[config.mk]
export PLATFORM = sky130hd
export DESIGN_NAME = btn_debounce
export DESIGN_NICKNAME = d
export VERILOG_FILES = /design/src/rtl/btn_pkg.sv /design/src/rtl/sync_2ff.sv /design/src/rtl/btn_debounce.sv
export SDC_FILE = /design/constraint.sdc
export NUM_CORES = 1
export LEC_CHECK = 0
export ABC_AREA = 1
export CORE_ASPECT_RATIO = 1.5
export CORE_MARGIN = 1.5
export CORE_UTILIZATION = 25
export DETAILED_ROUTE_END_ITERATION = 10
export GPL_TIMING_DRIVEN = 0
export SETUP_SLACK_MARGIN = 0.02
export SKIP_LAST_GASP = 1
export SLEW_MARGIN = 10
export SYNTH_ARGS = -nofsm -noshare
export SYNTH_HDL_FRONTEND = slang
export SYNTH_SLANG_ARGS = --single-unit
[constraint.sdc]
create_clock -name clk -period 1.6 [get_ports clk]
set_clock_uncertainty 0.1 [all_clocks]
set_input_delay 0.32 -clock clk [delete_from_list [all_inputs] [get_ports clk]]
set_output_delay 0.32 -clock clk [all_outputs]
set_load 0.02 [all_outputs]
[src/rtl/btn_pkg.sv]
// Shared constants for the push-button conditioning path: FSM encoding and parameter defaults.
// Pure declarations; no logic, no latency, no flow control.
package btn_pkg;

    localparam logic [1:0] ST_IDLE         = 2'd0;
    localparam logic [1:0] ST_PRESS_WAIT   = 2'd1;
    localparam logic [1:0] ST_PRESSED      = 2'd2;
    localparam logic [1:0] ST_RELEASE_WAIT = 2'd3;

    // 10 ms debounce and 200 ms repeat period at 100 MHz
    localparam int DEBOUNCE_CYCLES_DEF = 1_000_000;
    localparam int CNT_W_DEF           = 20;
    localparam int REPEAT_DELAY_DEF    = 0;
    localparam int REPEAT_RATE_DEF     = 20_000_000;
    localparam int REP_W_DEF           = 26;

endpackage

[src/rtl/sync_2ff.sv]
// Two-flop synchroniser for one asynchronous board input, reset value 0.
// Latency 2 clk edges; no backpressure.
module sync_2ff (
    input  logic clk,
    input  logic rst_n,
    input  logic d,
    output logic q
);

    logic meta;

    always_ff @(posedge clk or negedge rst_n) begin
        if (!rst_n) begin
            meta <= 1'b0;
            q    <= 1'b0;
        end else begin
            meta <= d;
            q    <= meta;
        end
    end

endmodule

[src/rtl/btn_debounce.sv]
// Debounces a raw button into a clean level plus one-cycle press/release pulses, with optional auto-repeat.
// Edge reported DEBOUNCE_CYCLES+2 edges after the input settles; no backpressure (pulses are fire-and-forget).
module btn_debounce #(
    parameter int DEBOUNCE_CYCLES = btn_pkg::DEBOUNCE_CYCLES_DEF,
    parameter int CNT_W           = btn_pkg::CNT_W_DEF,
    parameter int REPEAT_DELAY    = btn_pkg::REPEAT_DELAY_DEF,
    parameter int REPEAT_RATE     = btn_pkg::REPEAT_RATE_DEF,
    parameter int REP_W           = btn_pkg::REP_W_DEF
) (
    input  logic clk,
    input  logic rst_n,
    input  logic btn_i,
    output logic btn_level,
    output logic btn_press,
    output logic btn_release
);

    import btn_pkg::*;

    localparam logic [CNT_W-1:0] DB_LAST    = CNT_W'(DEBOUNCE_CYCLES - 1);
    localparam logic [REP_W-1:0] DELAY_LAST = REP_W'((REPEAT_DELAY > 0) ? REPEAT_DELAY - 1 : 0);
    localparam logic [REP_W-1:0] RATE_LAST  = REP_W'((REPEAT_RATE > 0) ? REPEAT_RATE - 1 : 0);
    localparam bit               REP_EN     = (REPEAT_DELAY > 0);

    logic             btn_s;
    logic [1:0]       state;
    logic [CNT_W-1:0] cnt;
    logic [REP_W-1:0] rep;
    logic             rep_first;

    sync_2ff u_sync (
        .clk   (clk),
        .rst_n (rst_n),
        .d     (btn_i),
        .q     (btn_s)
    );

    always_ff @(posedge clk or negedge rst_n) begin
        if (!rst_n) begin
            state       <= ST_IDLE;
            cnt         <= '0;
            rep         <= '0;
            rep_first   <= 1'b1;
            btn_press   <= 1'b0;
            btn_release <= 1'b0;
        end else begin
            btn_press   <= 1'b0;
            btn_release <= 1'b0;
            case (state)
                ST_IDLE: begin
                    cnt <= '0;
                    if (btn_s) begin
                        state <= ST_PRESS_WAIT;
                    end
                end
                ST_PRESS_WAIT: begin
                    if (!btn_s) begin
                        state <= ST_IDLE;
                        cnt   <= '0;
                    end else if (cnt == DB_LAST) begin
                        state     <= ST_PRESSED;
                        cnt       <= '0;
                        rep       <= '0;
                        rep_first <= 1'b1;
                        btn_press <= 1'b1;
                    end else begin
                        cnt <= cnt + 1'b1;
                    end
                end
                ST_PRESSED: begin
                    if (!btn_s) begin
                        state <= ST_RELEASE_WAIT;
                        cnt   <= '0;
                        rep   <= '0;
                    end else if (REP_EN) begin
                        // first repeat waits REPEAT_DELAY, later ones REPEAT_RATE
                        if (rep == (rep_first ? DELAY_LAST : RATE_LAST)) begin
                            btn_press <= 1'b1;
                            rep       <= '0;
                            rep_first <= 1'b0;
                        end else begin
                            rep <= rep + 1'b1;
                        end
                    end
                end
                ST_RELEASE_WAIT: begin
                    if (btn_s) begin
                        state     <= ST_PRESSED;
                        cnt       <= '0;
                        rep       <= '0;
                        rep_first <= 1'b1;
                    end else if (cnt == DB_LAST) begin
                        state       <= ST_IDLE;
                        cnt         <= '0;
                        btn_release <= 1'b1;
                    end else begin
                        cnt <= cnt + 1'b1;
                    end
                end
                default: begin
                    state <= ST_IDLE;
                    cnt   <= '0;
                end
            endcase
        end
    end

    // level is a pure function of the registered state, so it only moves on accepted edges
    assign btn_level = (state == ST_PRESSED) || (state == ST_RELEASE_WAIT);

endmodule

## After elaboration in Yosys (flattened, before gate mapping)

Index checks and enable logic that the tools add are counted.

- Reduce and logical (&&, ||, !) cells: 3
- Add/sub/neg operators: 1
- Mux-type cells: 17
- Equal/unequal tests: 8

Operator list:

| operator | count |
|---|---|
| $mux 20 | 4 |
| $pmux 20 s4 | 1 |
| $add 20x1->20 const B | 1 |
| $eq 20x20->1 const B | 1 |
| $mux 2 | 6 |
| $pmux 2 s4 | 1 |
| $mux 1 | 5 |
| $eq 2x2->1 const B | 2 |
| $reduce_and 4->1 | 1 |
| $ne 3x2->1 const B | 1 |
| $ne 3x3->1 const B | 1 |
| $eq 2x1->1 const B | 1 |
| $logic_not 2->1 | 1 |
| $ne 2x1->1 const B | 1 |
| $ne 2x2->1 const B | 1 |
| $logic_or 1x1->1 | 1 |

- Input bits: 3
- Register bits: 26
- Output and inout port bits: 3
- Logic and storage cells: 35

## Logic depth before layout (Yosys ltp)

Gate-level depths: netlist of run 1.

- Depth after elaboration: 4
- Depth in mapped cells: 9
- Gate-level depth less buffers: 9

## Modules after synthesis

A second synthesis of run 1 with hierarchy kept.

- Cells, all modules: 217
- Area total of the unflattened synthesis: 1532.7 um2

Modules (own cells, without submodules):

| module | cells each | area an instance (um2) | sequential area each (um2) | times used |
|---|---|---|---|---|
| btn_debounce | 215 | 1482.7 | 600.6 | 1 |
| sync_2ff | 2 | 50.0 | 50.0 | 1 |

## Worst setup path after synthesis of run 1

OpenSTA, ideal clock, no wires.

- Path type: register to register
- Start: register cnt[0]
- End: register cnt[10]
- Path slack: 146 ps
- Arrival time: 1235 ps
- Buffers on the path: 0
- Clock period less this slack: 1454 ps
- Cell stages (with the launch flop): 9
- Setup time: 119 ps
- Required time: 1381 ps
- Cells stage by stage: dfrtp_1 -> ha_1 -> nand2_2 -> nor2_4 -> nand3_1 -> nor2_2 -> nor2_4 -> nor2_2 -> nor2_1

- Longest elaborated chain between the ends: 4
- Elaborated cells on any way between the ends: 6
- Classes of those cells: add/sub: 1; eq/ne: 1; mux: 4

RTL lines:

| item | line | text |
|---|---|---|
| start, declared | btn_debounce.sv:27 | `logic [CNT_W-1:0] cnt;` |
| start signal, assigned | btn_debounce.sv:67 | `cnt <= cnt + 1'b1;` |
| start signal, assigned | btn_debounce.sv:97 | `cnt <= cnt + 1'b1;` |
| $add 20x1->20 / $eq 20x20->1 (equally long branches) | n/a |  |
| $mux 20 (*) | btn_debounce.sv:60, btn_debounce.sv:92 |  |
| $mux 20 (on tied branches) | btn_debounce.sv:87, btn_debounce.sv:57 |  |
| $pmux 20 s4 (*) | btn_debounce.sv:49 | `case (state)` |

Mark *: on every way between the ends. The rest lies on a longest branch, timed or not.
A chain may end at the register's enable or synchronous reset.

## Worst setup path in the final report of run 1

- Start: register cnt[7]
- End: register cnt[0]

- Longest elaborated chain between the ends: 4
- Elaborated cells on any way between the ends: 5
- Classes of those cells: eq/ne: 1; mux: 4

RTL lines:

| item | line |
|---|---|
| $eq 20x20->1 (*) | btn_debounce.sv:60, btn_debounce.sv:92 |
| $mux 20 (*) | btn_debounce.sv:60, btn_debounce.sv:92 |
| $mux 20 (on tied branches) | btn_debounce.sv:87, btn_debounce.sv:57 |
| $pmux 20 s4 (*) | btn_debounce.sv:49 |

Marks and branches as above.

==> results of run 1 <==
[cells in the final DEF, fill, tap and decap left out, types with 2 or more instances in the layout]
cell type / count
sky130_fd_sc_hd__nand3_1: 22
sky130_fd_sc_hd__nand2_4: 3
sky130_fd_sc_hd__inv_1: 19
sky130_fd_sc_hd__clkbuf_8: 3
sky130_fd_sc_hd__dfrtp_1: 22
sky130_fd_sc_hd__nor2_4: 9
sky130_fd_sc_hd__nand3_2: 2
sky130_fd_sc_hd__nand2_1: 69
sky130_fd_sc_hd__dlygate4sd2_1: 3
sky130_fd_sc_hd__nor2_2: 6
sky130_fd_sc_hd__xor2_1: 5
sky130_fd_sc_hd__nand4_1: 4
sky130_fd_sc_hd__buf_4: 8
sky130_fd_sc_hd__inv_2: 8
sky130_fd_sc_hd__nand2_2: 3
sky130_fd_sc_hd__a21oi_1: 2
sky130_fd_sc_hd__nor2_1: 25
sky130_fd_sc_hd__o21ai_0: 5
sky130_fd_sc_hd__dfrtp_2: 4
sky130_fd_sc_hd__nor3_1: 3
sky130_fd_sc_hd__o22ai_1: 4
sky130_fd_sc_hd__o21ai_1: 3
[stage by stage]
stage	hold WS, ps	util [%]	area (sq um)	total power (uW)
floorplan	-75.6	-	1610	700
global placement	245	28.4	1750	726
detailed placement	239	28.3	1750	725
CTS	272	30.3	1870	1290
global route	277	31.3	1930	1330
finish	264	31.3	1930	1290
[power groups by stage]
stage	clock (uW)	combinational, uW	sequential [uW]
floorplan	0	17.9	682
global placement	0	42.4	684
detailed placement	0	41.5	684
CTS	577	48.8	670
global route	599	58.4	672
finish	565	50.1	670
[worst max path at each step]
stage,depth (start not counted),start,end,slack (ps)
floorplan,8,cnt[0],cnt[10],150
global placement,1,rst_n,state[0],-350
detailed placement,8,cnt[0],cnt[14],-60
CTS,8,cnt[0],cnt[14],40
global route,9,cnt[1],cnt[14],-20
finish,6,cnt[7],cnt[0],100
[metal layers]
layer | up-vias | global-route usage (%) | routed length (um)
li1 | 747 | - | -
met1 | 669 | 15.4 | 1590
met2 | 25 | 23.0 | 2140
met3 | 4 | 1.00 | 88
met4 | 0 | 3.23 | 38
met5 | - | 0 | 0
[sequential cells by signal, indices dropped and copies added (netlist names), named ones only]
name         cells
btn_press        1
btn_release      1
cnt             20
state            1
u_sync.meta      1
u_sync.q         1
[layout make-up]
class	count	area [sq um]	area share (%)
Timing Repair Buffer	14	111	5.76
Multi-Input combinational cell	170	888	46.0
Inverter	27	101	5.25
Sequential cell	26	656	33.9
Buffer	2	11.3	0.583
Clock buffer	3	41.3	2.14
Tap cell	74	92.6	4.79
Clock inverter	1	30.0	1.55
[logic make-up after synthesis]
| logic type | after synthesis | share of synthesized area, % |
|---|---|---|
| buffers and inverters | 29 | 6.83 |
| XOR/XNOR | 6 | 3.26 |
| flip-flops | 26 | 40.4 |
| AND/OR/NAND/NOR | 147 | 43.2 |
| AO/OA/AOI/OAI | 16 | 5.59 |
| adder cells (fa/ha/maj) | 1 | 0.776 |
[worst reg2reg max path, stage by stage (launching register included)]
cell	delay [ps]
sky130_fd_sc_hd__dfrtp_2	460
sky130_fd_sc_hd__nor2_1	200
sky130_fd_sc_hd__nand2_1	80
sky130_fd_sc_hd__nor2_1	130
sky130_fd_sc_hd__nand3_2	160
sky130_fd_sc_hd__nand2_4	160
sky130_fd_sc_hd__o21ai_0	100
[what timing repair did]
action | 4_1_cts | 5_1_grt
pin swaps | 1 | 5
hold endpoints to repair | 26 | 0
endpoints found under the setup margin | 25 | 22
gates resized for setup | 5 | 13
setup buffers | 5 | 3
hold buffers | 1 | 0
==> flow_summary.toml, run 1 <==
[clock_network]
ctsHtreeMaxLevel = 1
clockBufferDepth = 2
clock_insertion_delay_worst_skew_ps = 280
clock-sinks = 26
cts.reportedPaths.clkPinSlew_ps = 100
cts_inserted_buffers = 3
cts_tree = "built"
clockRootBuffer = "sky130_fd_sc_hd__clkbuf_8"

[synthesis]
ys_dominant_reg_cell = "sky130_fd_sc_hd__dfrtp_1"
synth_warnings = 0
mappedNetlistNets = 229
netlist-cell-type-count = 25
netlist_top_cells_area = "sky130_fd_sc_hd__dfrtp_1, sky130_fd_sc_hd__nand2_1, sky130_fd_sc_hd__nand3_1"
post_syn_instances = 225
yosys.area.top_type = "sky130_fd_sc_hd__dfrtp_1"
most_frequent_cell_after_synthesis = "sky130_fd_sc_hd__nand2_1"
edff_count_synth = 0
synth_top_cell_area_share_pct = 40.4
syn_area_sq_um = 1610
ys_ff_latch = 26
synthTopCellsByCount = "sky130_fd_sc_hd__nand2_1, sky130_fd_sc_hd__nor2_1, sky130_fd_sc_hd__dfrtp_1"
syn-mean-instance-area_sq_um = 7.16
synth-async-reset-ratio_pct = 100
synth_sequential_area_ratio_pct = 40.4

[sta]
max_freq_mhz = 667
report.final.hold_viol_count = 0
period_minus_slack_ps = 1500
grt_setup_unrepaired = "yes"
final_critical_path_setup_slack_ps = 99.6
setup_viol_count_final = 0
timing.final.max_slew_violations = 0
worst_slew_pin_slew_ps = 605
min_period_over_period_pct = 93.8
setup-tns-final_ps = 0
relSlewSlack_pct = 59.7

[critical_path]
crit_family = "simple AND/OR/NAND/NOR gates"
timing.rr.end = "cnt[0]"
timing.reg2reg.setup_slack_ps = 100
rr_worst_depth = 6
path_buf_inv = 0
timing_worst_setup_path_type = "reg2reg"
slowest_cp_cell = "sky130_fd_sc_hd__dfrtp_2"
crit-reg2reg-launch = "cnt[7]"
crit_path_cell_trace = "nor2_1 > nand2_1 > nor2_1 > nand3_2 > nand2_4 > o21ai_0"
startpoint_type = "register"
timing.critical_path.mode_cell = "sky130_fd_sc_hd__nor2_1"
cp_data_required_time_ps = 1670
worst-endpoint-arrival_ps = 1570
critical_path_end_type = "register"
critPathMaxFanout = 9
cp_slowest_stage_delay_ps = 460

[global_route]
global_route.usage.total_pct = 12.6
first_global_vias = 1428
antenna_found_initial = 0
grt_start_max_net_pins = 27
first_pass_grt_wire_length_um = 6740
overflow = 0

[floorplanning]
die_width_um = 68.6
num_io_pins = 6
start_util_pct = 26.1
core_area_sq_um = 6170
die_height_um = 101
die-area_sq_um = 6950
num_rows = 35

[finish]
num-fill-cells = 662
layout-drive-gt1-share_pct = 20.6
insertedDiodeCount = 0
post_layout_nonfiller_instances = 317
final_net_count = 248
areaGrowthSynthToFinish_pct = 19.9

[power]
p_sw_share_pct = 21.1
leakagePower_uw = 0.000837
p_sw_uw = 271
p_int_uw = 1010
sequential_share_of_power_pct = 52.2
power.share.combinational_pct = 3.9
cellPowerDensity_nw_per_um2 = 665
share_clk_of_total_power_pct = 43.9
ir_worst_vdd_uv = 569

[flow_run]
cap_violations = 0

[drt]
drt_pre_antenna_iters = 4
drt-total-wl_um = 3860
routed_via_density = 4.56
drt_first_iter_violations = 26
drt_drc_violations_left = 0
num_vias = 1445
avgRoutedWirePerCell_um = 12.2
final_antenna_net_count = 0

[status]
run_status = "completed"

[placement]
dp_hpwl_um = 2810
placed_cells_incl_taps = 304
portBuffers = 5
place.gp.congestion = 0.869
pre_cts_ws_ps = -62.6

[min_path]
hold_class = "reg2reg"
hold_end = "u_sync.q"
holdCritStartpoint = "u_sync.meta"
holdPathStages = 0
Power figures use the tool's default switching activity.
==> run 2, diff against run 1 <==
--- a/config.mk
+++ b/config.mk
@@ -9,6 +9,7 @@
 export CORE_ASPECT_RATIO = 1.5
 export CORE_MARGIN = 1.5
 export CORE_UTILIZATION = 25
+export CTS_CLUSTER_SIZE = 10
 export DETAILED_ROUTE_END_ITERATION = 10
 export GPL_TIMING_DRIVEN = 0
 export SETUP_SLACK_MARGIN = 0.02
==> results of run 2 <==
The final DEF is identical to that of run 1; final timing and power are the same.
